==> config.mk <==
export PLATFORM = sky130hd
export DESIGN_NAME = pwm_update_ctrl_flat
export DESIGN_NICKNAME = d
export VERILOG_FILES = /design/src/rtl/pwm_update_ctrl_if.sv /design/src/rtl/pwm_update_ctrl.sv /design/src/flat_wrapper.sv
export SDC_FILE = /design/constraint.sdc
export NUM_CORES = 1
export LEC_CHECK = 0
export ABC_AREA = 0
export BUFFER_PORTS_ARGS = -buffer_cell sky130_fd_sc_hd__buf_2
export CAP_MARGIN = 30
export CORE_MARGIN = 3
export CORE_UTILIZATION = 35
export CTS_CLUSTER_SIZE = 20
export DETAILED_ROUTE_END_ITERATION = 10
export PLACE_DENSITY = 0.66
export SLEW_MARGIN = 25
export SYNTH_ARGS = -nofsm -noshare
export SYNTH_HDL_FRONTEND = slang
export SYNTH_SLANG_ARGS = --single-unit
==> constraint.sdc <==
create_clock -name clk -period 6.2 [get_ports clk]
set_input_delay 1.24 -clock clk [delete_from_list [all_inputs] [get_ports clk]]
set_output_delay 1.24 -clock clk [all_outputs]
set_load 0.03 [all_outputs]
==> src/rtl/pwm_update_ctrl_if.sv <==
// Configuration request bus between reg_if (master) and pwm_update_ctrl (slave).
// cfg_ready tells the master whether a cfg_wr pulse this cycle will be accepted.
interface pwm_update_ctrl_if #(
    parameter int unsigned CNT_W  = 16,
    parameter int unsigned STEP_W = 8
);
    logic              cfg_wr;
    logic [CNT_W-1:0]  cfg_period;
    logic [CNT_W-1:0]  cfg_duty;
    logic [STEP_W-1:0] cfg_step;
    logic              cfg_ready;

    modport master (
        output cfg_wr,
        output cfg_period,
        output cfg_duty,
        output cfg_step,
        input  cfg_ready
    );

    modport slave (
        input  cfg_wr,
        input  cfg_period,
        input  cfg_duty,
        input  cfg_step,
        output cfg_ready
    );
endinterface

==> src/rtl/pwm_update_ctrl.sv <==
// Validates period/duty requests, holds them in shadow registers and commits them
// to pwm_core only on period boundaries, optionally ramping duty by a fixed step.
module pwm_update_ctrl #(
    parameter int unsigned CNT_W  = 16,
    parameter int unsigned STEP_W = 8
) (
    input  logic             clk,
    input  logic             rst,
    pwm_update_ctrl_if.slave cfg,
    input  logic             pwm_en,
    input  logic             pwm_eop,
    output logic [CNT_W-1:0] period_out,
    output logic [CNT_W-1:0] duty_out,
    output logic             load,
    output logic             busy,
    output logic             err_duty,
    output logic             err_ovr,
    input  logic             err_clr
);

    typedef enum logic [1:0] {
        IDLE = 2'd0,
        PEND = 2'd1,
        RAMP = 2'd2
    } state_t;

    state_t state, state_nxt;

    logic [CNT_W-1:0]  sh_period;
    logic [CNT_W-1:0]  sh_target;
    logic [STEP_W-1:0] sh_step;

    logic              req_bad;
    logic              req_ok;
    logic              req_ovr;
    logic              commit;

    logic [CNT_W:0]    step_ext;
    logic [CNT_W:0]    up_sum;
    logic [CNT_W:0]    dn_diff;
    logic [CNT_W-1:0]  ramp_duty;
    logic [CNT_W-1:0]  next_duty;

    logic              upd;
    logic [CNT_W-1:0]  duty_nxt;

    assign cfg.cfg_ready = (state == IDLE);
    assign busy          = (state != IDLE);

    assign req_bad = (state == IDLE) && cfg.cfg_wr && (cfg.cfg_duty > cfg.cfg_period);
    assign req_ok  = (state == IDLE) && cfg.cfg_wr && (cfg.cfg_duty <= cfg.cfg_period);
    assign req_ovr = (state != IDLE) && cfg.cfg_wr;
    assign commit  = (pwm_en && pwm_eop) || !pwm_en;

    // One ramp step toward the target in CNT_W+1 bits, then clamped to the new period.
    always_comb begin
        step_ext = (CNT_W+1)'(sh_step);
        up_sum   = {1'b0, duty_out} + step_ext;
        dn_diff  = {1'b0, duty_out} - step_ext;
        if (sh_step == '0) begin
            ramp_duty = sh_target;
        end else if (duty_out < sh_target) begin
            ramp_duty = (up_sum >= {1'b0, sh_target}) ? sh_target : up_sum[CNT_W-1:0];
        end else if (dn_diff[CNT_W] || (dn_diff[CNT_W-1:0] <= sh_target)) begin
            ramp_duty = sh_target;
        end else begin
            ramp_duty = dn_diff[CNT_W-1:0];
        end
        next_duty = (ramp_duty > sh_period) ? sh_period : ramp_duty;
    end

    always_ff @(posedge clk) begin
        if (rst) begin
            state <= IDLE;
        end else begin
            state <= state_nxt;
        end
    end

    always_comb begin
        state_nxt = state;
        unique case (state)
            IDLE: begin
                if (req_ok) begin
                    state_nxt = PEND;
                end
            end
            PEND: begin
                if (commit) begin
                    state_nxt = (next_duty == sh_target) ? IDLE : RAMP;
                end
            end
            RAMP: begin
                if (!pwm_en) begin
                    state_nxt = IDLE;
                end else if (pwm_eop) begin
                    state_nxt = (next_duty == sh_target) ? IDLE : RAMP;
                end
            end
            default: state_nxt = IDLE;
        endcase
    end

    always_comb begin
        upd      = 1'b0;
        duty_nxt = duty_out;
        unique case (state)
            PEND: begin
                if (commit) begin
                    upd      = 1'b1;
                    duty_nxt = next_duty;
                end
            end
            RAMP: begin
                if (!pwm_en) begin
                    upd      = 1'b1;
                    duty_nxt = sh_target;
                end else if (pwm_eop) begin
                    upd      = 1'b1;
                    duty_nxt = next_duty;
                end
            end
            default: begin
                upd      = 1'b0;
                duty_nxt = duty_out;
            end
        endcase
    end

    always_ff @(posedge clk) begin
        if (rst) begin
            sh_period  <= '0;
            sh_target  <= '0;
            sh_step    <= '0;
            period_out <= '0;
            duty_out   <= '0;
            load       <= 1'b0;
        end else begin
            load <= upd;
            if (req_ok) begin
                sh_period <= cfg.cfg_period;
                sh_target <= cfg.cfg_duty;
                sh_step   <= cfg.cfg_step;
            end
            if (upd) begin
                period_out <= sh_period;
                duty_out   <= duty_nxt;
            end
        end
    end

    // A new error in the same cycle as err_clr keeps the sticky bit set.
    always_ff @(posedge clk) begin
        if (rst) begin
            err_duty <= 1'b0;
            err_ovr  <= 1'b0;
        end else begin
            if (req_bad) begin
                err_duty <= 1'b1;
            end else if (err_clr) begin
                err_duty <= 1'b0;
            end
            if (req_ovr) begin
                err_ovr <= 1'b1;
            end else if (err_clr) begin
                err_ovr <= 1'b0;
            end
        end
    end

endmodule

==> src/flat_wrapper.sv <==
// flat-port wrapper written by rule: the top's interface ports become plain ports
module pwm_update_ctrl_flat 
#(
    parameter int unsigned CNT_W  = 16,
    parameter int unsigned STEP_W = 8
)
  (clk, rst, pwm_en, pwm_eop, period_out, duty_out, load, busy, err_duty, err_ovr, err_clr, cfg_cfg_wr, cfg_cfg_period, cfg_cfg_duty, cfg_cfg_step, cfg_cfg_ready);
  pwm_update_ctrl_if #(.CNT_W(CNT_W), .STEP_W(STEP_W)) cfg_i ();
  input  logic clk;
  input  logic rst;
  input  logic pwm_en;
  input  logic pwm_eop;
  output logic [CNT_W-1:0] period_out;
  output logic [CNT_W-1:0] duty_out;
  output logic load;
  output logic busy;
  output logic err_duty;
  output logic err_ovr;
  input  logic err_clr;
  input wire logic [$bits(cfg_i.cfg_wr)-1:0] cfg_cfg_wr;
  input wire logic [$bits(cfg_i.cfg_period)-1:0] cfg_cfg_period;
  input wire logic [$bits(cfg_i.cfg_duty)-1:0] cfg_cfg_duty;
  input wire logic [$bits(cfg_i.cfg_step)-1:0] cfg_cfg_step;
  output wire logic [$bits(cfg_i.cfg_ready)-1:0] cfg_cfg_ready;
  assign cfg_i.cfg_wr = cfg_cfg_wr;
  assign cfg_i.cfg_period = cfg_cfg_period;
  assign cfg_i.cfg_duty = cfg_cfg_duty;
  assign cfg_i.cfg_step = cfg_cfg_step;
  assign cfg_cfg_ready = cfg_i.cfg_ready;
  pwm_update_ctrl #(.CNT_W(CNT_W), .STEP_W(STEP_W)) u_core (.clk(clk), .rst(rst), .cfg(cfg_i), .pwm_en(pwm_en), .pwm_eop(pwm_eop), .period_out(period_out), .duty_out(duty_out), .load(load), .busy(busy), .err_duty(err_duty), .err_ovr(err_ovr), .err_clr(err_clr));
endmodule
==> key figures, run 1 <==
Status
  • Status: finished, violations left
  • Failing checks: negative setup slack

Clocking
  • H-tree Lvls: 3
  • Clk_lat worst skew: 350 ps
  • CTS root buf: clkbuf_16
  • CTS Buffer Depth: 2
  • CTS Buf Count: 9
  • Sink Count: 77
  • CTS tree: done
  • Clock transition at path regs: roughly 70 ps

Yosys
  • Synth async-reset ratio: 0
  • Seq/Total Area, Yosys: 0.206
  • Synthesized flop and latch total: between 70 and 80
  • Top-count cell post-synth: nor2_1
  • Top post-synthesis cells by count: nor2_1, ha_1, a21oi_1, nand2_1, inv_1
  • Mapped cell area: about 7500 um^2
  • Post-synth top area cell: dfxtp_1
  • Mapped Avg Cell Area: 7.68 um^2
  • Syn_nets: roughly 1,100
  • Unique masters post-synth: 84
  • Number of synthesized flops with an enable pin: 0
  • Synth warn: 0
  • Area contributors post-synth: dfxtp_1, ha_1, a21oi_1
  • Top-area cell type share of the netlist area: 0.206
  • Synth Flop Type: dfxtp_1
  • Syn Inst Count: approximately 970

Floorplan
  • Die Width: 152 um
  • Core Region: 20,600 um^2
  • FP Rows: 52
  • Initial Util: 0.363
  • Io pins: between 80 and 90
  • Die ar.: around 23,000 um^2
  • Chip height: between 150 and 200 um

Global routing
  • GR Util All Layers: 0.238
  • Antenna violations before repair: 0
  • First-pass GRT wire length: 44.7 mm
  • Total grt overflow: 0
  • Vias in the first global route: 8,268
  • Largest net degree at the start of global routing: approximately 80

Setup path
  • RR Startpoint: u_core.duty_out[0]
  • Required time of the critical path: ~6400 ps
  • Slowest stage delay, CP: 480 ps
  • Worst R2R Path Depth: 30
  • Crit end category: flop
  • R2R Setup Slk: -160 ps
  • Max FO, Critical Path: 7
  • Crit-path slowest cell: o311ai_0
  • Critical path data arrival time: 6550 ps
  • Critical path startpoint category: flop
  • Capture point of the worst reg-to-reg path: u_core.duty_out[12]
  • WS Path Type: reg -> reg

Timing
  • Final worst slack: -161 ps
  • Tcrit/Tclk final: 1.03
  • Slew Limit Headroom: 0.426
  • RSZ-0062 raised after global routing: yes
  • Final Hold Vio Count: 0
  • Slew @ Worst Pin: between 800 and 900 ps
  • Clock skew: approximately 10 ps
  • Fmax: roughly 0.16 GHz
  • Final setup violation count: 17
  • Number of max-slew violations in the final report: 0
  • Fin crit period: approximately 6400 ps
  • Setup TNS: -1510 ps

Layout
  • Share of layout cells above drive strength 1: 0.328
  • # fillers: 1,982
  • Nets@finish: 1,354
  • Final core occ: 0.500
  • # diodes: 0
  • P&R area growth vs syn: 37.7%

Detailed routing
  • Drt wl/cell: 19.7 um
  • Via Count: between 8,000 and 9,000
  • DR iter-0 viols: approximately 800
  • WL final: just under 30 mm
  • DRT Pass-1 Iters: 8
  • DR vias/cell: between 5 and 6
  • DRC viols: 0
  • Post-DRT Antenna Nets: 0

Worst hold path
  • Min-Delay Path Class: reg -> reg
  • Worst hold stages: 2
  • Worst Hold Endpoint: u_core.period_out[0]
  • Hold Crit Start: u_core.period_out[0]

Place
  • Detailed placer's ending HPWL: 22.7 mm
  • GP Congestion: between 0.9 and 1
  • Count of input and output buffers: 82

Flow run
  • Max-cap viol count: 0
[layout by cell type (no fill, tap or decap), types with 13 or more instances in the layout]
cell      count
ha_1         91
nand2b_1     13
o211ai_1     13
nor2_1      110
buf_4       183
nand2_1      75
a21oi_1      78
inv_1        77
nand4_1      20
dfxtp_1      72
buf_2        83
o21ai_0      26
xnor2_1      36
mux2i_1      27
nand3_1      17
[worst max path at each step]
stage	startpoint	to	slack (ps)	cells past startpoint
CTS	u_core.duty_out[0]	u_core.state[1]	-120	29
global route	u_core.sh_step[1]	u_core.state[1]	-380	29
floorplan	u_core.duty_out[0]	u_core.duty_out[11]	7	29
finish	u_core.duty_out[0]	u_core.duty_out[12]	-160	30
global placement	u_core.duty_out[0]	u_core.duty_out[12]	-350	28
detailed placement	u_core.duty_out[0]	u_core.state[1]	-420	30
[timing repair]
| action | 4_1_cts | 5_1_grt |
|---|---|---|
| resized for setup | 75 | 34 |
| setup buffers | 8 | 11 |
| endpoints found under the hold margin | 0 | 0 |
| hold buffers | 0 | 0 |
| gates cloned | 1 | 1 |
| endpoints found under the setup margin | 17 | 17 |
| pin swaps | 41 | 34 |
[flip-flops by register name, indices dropped and copies added, names as in the netlist]
register,count
u_core.duty_out,16
u_core.period_out,16
u_core.sh_period,16
u_core.sh_target,16
u_core.sh_step,8
u_core.state,2
u_core.err_duty,1
u_core.err_ovr,1
u_core.load,1
[metrics by stage]
step | hold WS [ps] | instance area, um^2 | instances | worst slack (ps)
global route | 473 | 10300 | 1482 | -377
CTS | 455 | 10100 | 1470 | -124
detailed placement | 446 | 9340 | 1445 | -422
floorplan | 470 | 7520 | 974 | 6.90
finish | 453 | 10300 | 1482 | -161
global placement | 443 | 9340 | 1444 | -354
[critical path: cells and delay by family, from the launching register on]
family	cells	cell delay (ps)
buffers and inverters	6	740
and+or+nand+nor	9	1720
AOI/OAI and AO/OA	11	2410
adders and majority gates	4	980
DFF	1	340
[routing by layer]
layer	GRT usage	share of wire
met1	0.325	0.42
met5	0.00621	0
met4	0.0822	0.038
met3	0.0400	0.091
met2	0.381	0.45
[logic make-up (layout without fill, tap and decap cells)]
logic type / Yosys count / after routing / synth area share
flops: 77 / 77 / 0.206
fa+ha+maj: 101 / 101 / 0.171
compound gates: 266 / 266 / 0.247
buf+inv: 133 / 371 / 0.0686
mux: 29 / 29 / 0.0391
xor+xnor: 48 / 48 / 0.0617
simple gates: 320 / 320 / 0.207
[layout make-up]
cell class | instances | area [um^2] | share of cell area
clock buffer | 9 | 225 | 0.0219
clock inverter | 7 | 81.3 | 0.00789
inverter | 79 | 297 | 0.0288
multi-input combinational | 764 | 5910 | 0.574
sequential | 77 | 1550 | 0.150
tap | 270 | 338 | 0.0328
timing repair buffer | 276 | 1900 | 0.185
Power of run 1 is not shown: default switching activity piles up to over one toggle a cycle in this logic, so the estimate is an artifact.
==> run 2, diff against run 1 <==
--- a/config.mk
+++ b/config.mk
@@ -9,10 +9,10 @@
 export BUFFER_PORTS_ARGS = -buffer_cell sky130_fd_sc_hd__buf_2
 export CAP_MARGIN = 30
 export CORE_MARGIN = 3
-export CORE_UTILIZATION = 35
+export CORE_UTILIZATION = 30
 export CTS_CLUSTER_SIZE = 20
 export DETAILED_ROUTE_END_ITERATION = 10
-export PLACE_DENSITY = 0.66
+export PLACE_DENSITY = 0.6
 export SLEW_MARGIN = 25
 export SYNTH_ARGS = -nofsm -noshare
 export SYNTH_HDL_FRONTEND = slang
==> run 2 against run 1 <==
Compared with the run above:
- the flow still finishes with violations (negative setup slack)
- global-route usage shrank 1.9 points
- register-to-register slack lost 60 ps
- final cell count grew 3.2%
- highest routed layer unchanged
- setup slack lost 61 ps
- clock-buffer cell count grew 1
- flip-flop and latch count is the same
- routed wire length grew 4.9%
- sequential share of layout area shrank 0.26 points
- non-clock buffer count shrank 6
==> key figures, run 2 (synthesis results as in run 1) <==
Floorplan
  • Die ar.: 26,900 um^2
  • FP Rows: 57
  • Chip height: roughly 160 um
  • Initial Util: 0.307
  • Die Width: 164 um
  • Core Region: between 20,000 and 25,000 um^2
  • Io pins: 83

Layout
  • Final core occ: 0.431
  • Share of layout cells above drive strength 1: 0.341
  • Most common cell after layout, fill and taps aside: buf_4
  • # diodes: 0
  • P&R area growth vs syn: 40.4%
  • Nets@finish: roughly 1,300
  • Commonest cells after routing, fill and taps aside: buf_4, nor2_1, ha_1

Status
  • Status: finished, violations left
  • Failing checks: negative setup slack

Clocking
  • Sink Count: 77
  • CTS Buffer Depth: 2
  • H-tree Lvls: 3
  • CTS Buf Count: 9
  • # hold bufs at CTS: 0
  • CTS tree: done
  • Clock transition at path regs: approximately 60 ps
  • Clk_lat worst skew: approximately 340 ps
  • CTS root buf: clkbuf_16

Setup path
  • Critical path startpoint category: flop
  • Crit-path slowest cell: or3_4
  • WS Path Type: reg -> reg
  • Critical path data arrival time: around 6600 ps
  • Slowest stage delay, CP: between 300 and 400 ps
  • Max FO, Critical Path: 8
  • Crit end category: flop
  • Most frequent cell on the critical path: ha_4
  • Required time of the critical path: approximately 6400 ps

Detailed routing
  • DRT Pass-1 Iters: 8
  • WL final: 30.7 mm
  • DRC viols: 0
  • Drt wl/cell: ~20 um
  • Via Count: roughly 8,400
  • DR vias/cell: about 5.5
  • DR iter-0 viols: 721
  • Post-DRT Antenna Nets: 0

Place
  • Count of input and output buffers: between 80 and 90
  • GP Congestion: roughly 0.95
  • Detailed placer's ending HPWL: 23.8 mm

Global routing
  • Vias in the first global route: 7,964
  • Total grt overflow: 0
  • Largest net degree at the start of global routing: 80
  • First-pass GRT wire length: 45.5 mm
  • Antenna violations before repair: 0
  • GR Util All Layers: 0.219

Timing
  • Fin crit period: between 6000 and 7000 ps
  • Final setup violation count: 17
  • Slew @ Worst Pin: 967 ps
  • Number of max-slew violations in the final report: 0
  • RSZ-0062 raised after global routing: yes
  • Tcrit/Tclk final: 1.04
  • Final Hold Vio Count: 0
  • WHS: ~450 ps
  • Clock skew: between 6 and 7 ps
  • Fmax: 0.156 GHz
  • Setup TNS: -2340 ps
  • Slew Limit Headroom: 0.355
  • Final worst slack: -222 ps

Worst hold path
  • Min-Delay Path Class: reg -> reg

Flow run
  • Max-cap viol count: 0
## run 2: cell count changes in the layout (fill, tap and decap cells not counted), moves of 3 or more
cell,previous run,this run
nor2_2,4,1
o311ai_2,2,5
buf_4,183,171
nand3_2,2,5
nand2_1,75,70
buf_12,0,3
clkinv_2,0,3
nor2_1,110,113
ha_4,5,8
nand2_2,4,7
## run 2: final cells by class
type,count,area (um^2)
multi-input cells,764,6050
inverters,79,297
fillers,2488,13900
flip-flops and latches,77,1550
clock buffers,10,239
repair buffers,270,1920
well taps,324,405
clock inverters,6,38.8
## run 2: critical path: cells and delay by family (launching register included)
family / cells / cell delay (ps)
flip-flops: 1 / 330
AO/OA/AOI/OAI: 12 / 2520
buffers and inverters: 5 / 540
adder cells (fa/ha/maj): 4 / 970
AND/OR/NAND/NOR: 9 / 1880
## run 2: worst paths after layout
kind / slack (ps) / startpoint / depth (start not counted) / endpoint
min reg2reg: 450 / u_core.period_out[2] / 2 / u_core.period_out[2]
max: -220 / u_core.duty_out[0] / 30 / u_core.duty_out[10]
min: 450 / u_core.period_out[2] / 2 / u_core.period_out[2]
max reg2reg: -220 / u_core.duty_out[0] / 30 / u_core.duty_out[10]
## run 2: metal layers
metal	vias to the layer above	part of all wire	global-route usage
met5	-	0	0
met4	0	0.032	0.0696
met3	75	0.063	0.0212
met2	334	0.47	0.371
met1	3985	0.44	0.294
li1	3999	-	-
## run 2: repair_timing
| item | in CTS | in global routing |
|---|---|---|
| cloned | 0 | 1 |
| resized for setup | 57 | 85 |
| endpoints found under the setup margin | 17 | 17 |
| hold endpoints to repair | 0 | 0 |
| setup buffers | 8 | 17 |
| pin swaps | 41 | 66 |
## run 2: stage by stage
| stage | setup slack [ps] | instances | area (um^2) |
|---|---|---|---|
| after floorplan | 6.90 | 974 | 7520 |
| after global placement | -309 | 1490 | 9380 |
| after detailed placement | -424 | 1490 | 9380 |
| after CTS | -222 | 1512 | 9990 |
| after global routing | -419 | 1530 | 10500 |
| final | -222 | 1530 | 10500 |
Power of run 2 is left out for the same reason.
==> run 3, diff against run 2 <==
--- a/config.mk
+++ b/config.mk
@@ -5,14 +5,14 @@
 export SDC_FILE = /design/constraint.sdc
 export NUM_CORES = 1
 export LEC_CHECK = 0
-export ABC_AREA = 0
 export BUFFER_PORTS_ARGS = -buffer_cell sky130_fd_sc_hd__buf_2
 export CAP_MARGIN = 30
 export CORE_MARGIN = 3
 export CORE_UTILIZATION = 30
 export CTS_CLUSTER_SIZE = 20
 export DETAILED_ROUTE_END_ITERATION = 10
-export PLACE_DENSITY = 0.6
+export GPL_TIMING_DRIVEN = 0
+export PLACE_DENSITY = 0.58
 export SLEW_MARGIN = 25
 export SYNTH_ARGS = -nofsm -noshare
 export SYNTH_HDL_FRONTEND = slang
==> constraint.sdc (replaced) <==
create_clock -name clk -period 7 [get_ports clk]
set_input_delay 1.4 -clock clk [delete_from_list [all_inputs] [get_ports clk]]
set_output_delay 1.4 -clock clk [all_outputs]
set_load 0.03 [all_outputs]
==> run 3 against run 2 <==
Compared with the run above:
- final cell count fell by 7.4%
- setup slack improved by 320 ps
- critical path type unchanged
- highest routed layer unchanged
- sequential share of layout area rose by 2.1 points
- the flow now finishes without violations
==> key figures, run 3 (synthesis results as in run 1) <==
Status
  • Status: complete, no violations

Floorplan
  • Die Width: 164 um
  • Io pins: just over 80
  • Initial Util: 0.307
  • Chip height: between 150 and 200 um
  • FP Rows: 57
  • Die ar.: 26,900 um^2
  • Core Region: roughly 24,000 um^2

Detailed routing
  • DRC viols: 0
  • DR vias/cell: 5.55
  • DRT Pass-1 Iters: 5
  • Drt wl/cell: between 20 and 25 um
  • Post-DRT Antenna Nets: 0
  • Via Count: 7,867
  • DR iter-0 viols: 774
  • WL final: slightly below 30 mm

Clocking
  • CTS Buffer Depth: 2
  • CTS tree: done
  • Clk_lat worst skew: ~350 ps
  • Clock transition at path regs: 60 ps
  • Sink Count: 77
  • CTS root buf: clkbuf_16
  • H-tree Lvls: 3
  • CTS Buf Count: 9

Setup path
  • Top cell family by delay on the critical path: compound AO/OA/AOI/OAI gates
  • Crit end category: flop
  • Max FO, Critical Path: 10
  • Crit-path slowest cell: or3_4
  • Crit path buffers/inverters: 3
  • Slowest stage delay, CP: 410 ps
  • Critical path startpoint category: flop
  • Critical path data arrival time: 7110 ps
  • Required time of the critical path: approximately 7200 ps
  • WS Path Type: reg -> reg

Place
  • Detailed placer's ending HPWL: 23.2 mm
  • Placement Setup Slack: -1040 ps
  • Count of input and output buffers: slightly above 80
  • GP Congestion: between 0.9 and 1
  • Placement Cell Area: a little over 8000 um^2

Layout
  • P&R area growth vs syn: 23.0%
  • # diodes: 0
  • Share of layout cells above drive strength 1: 0.194
  • Final core occ: 0.377
  • Nets@finish: ~1,200
  • Commonest cells after routing, fill and taps aside: nor2_1, ha_1, buf_2
  • Most common cell after layout, fill and taps aside: nor2_1
  • Fin area: between 9000 and 10,000 um^2

Worst hold path
  • Min-Delay Path Class: reg -> reg

Global routing
  • GR Util All Layers: 0.216
  • Vias in the first global route: 7,644
  • First-pass GRT wire length: between 40 and 50 mm
  • Total grt overflow: 0
  • Antenna violations before repair: 0
  • Largest net degree at the start of global routing: 16

Timing
  • Fmax: between 0.1 and 0.15 GHz
  • Fin crit period: 6910 ps
  • Final setup violation count: 0
  • WHS: around 450 ps
  • Number of max-slew violations in the final report: 0
  • Tcrit/Tclk final: 0.987
  • Slew Limit Headroom: 0.412
  • Slew @ Worst Pin: between 800 and 900 ps
  • Final Hold Vio Count: 0
  • Final worst slack: 93.6 ps
  • Clock skew: between 10 and 15 ps

Flow run
  • Max-cap viol count: 0
-- run 3: cell count changes in the layout (fill, tap and decap cells not counted), sizes merged --
cell    change
inv         +2
clkbuf     +40
buf       -154
clkinv      -1
-- run 3: layer usage --
metal,track usage,vias up,part of all wire
met5,0,-,0
li1,-,3760,-
met3,0.0338,62,0.065
met1,0.283,3703,0.43
met2,0.359,342,0.47
met4,0.0796,0,0.036
-- run 3: repair_timing --
item                                    4_1_cts  5_1_grt
pin swaps                                    13       21
resized for setup                            44       45
endpoints found under the setup margin       17       17
hold buffers                                  0        0
buffers inserted                             13        9
-- run 3: tightest hold or removal path: stages, from the launching register on --
cell	delay [ps]
dfxtp_1	310
nand2_1	50
a21oi_1	50
-- run 3: cell type report --
cell class | instances | area, um^2
buffer | 54 | 231
tap | 324 | 405
timing repair buffer | 103 | 587
fill | 2632 | 15200
clock buffer | 9 | 225
clock inverter | 7 | 58.8
multi-input combinational | 764 | 5850
sequential | 77 | 1550
inverter | 79 | 297
-- run 3: worst paths after layout --
check | from | endpoint | slack [ps] | depth (start not counted)
max | u_core.duty_out[0] | u_core.state[1] | 90 | 29
min | u_core.period_out[8] | u_core.period_out[8] | 450 | 2
max reg2reg | u_core.duty_out[0] | u_core.state[1] | 90 | 29
min reg2reg | u_core.period_out[8] | u_core.period_out[8] | 450 | 2
-- run 3: stage by stage --
stage | TNS [ps] | std cells
after CTS | 0 | 1408
final | 0 | 1417
after detailed placement | -14850 | 1379
after floorplan | 0 | 974
after global placement | -15160 | 1379
after global routing | -24.0 | 1417
Power of run 3 is left out for the same reason.
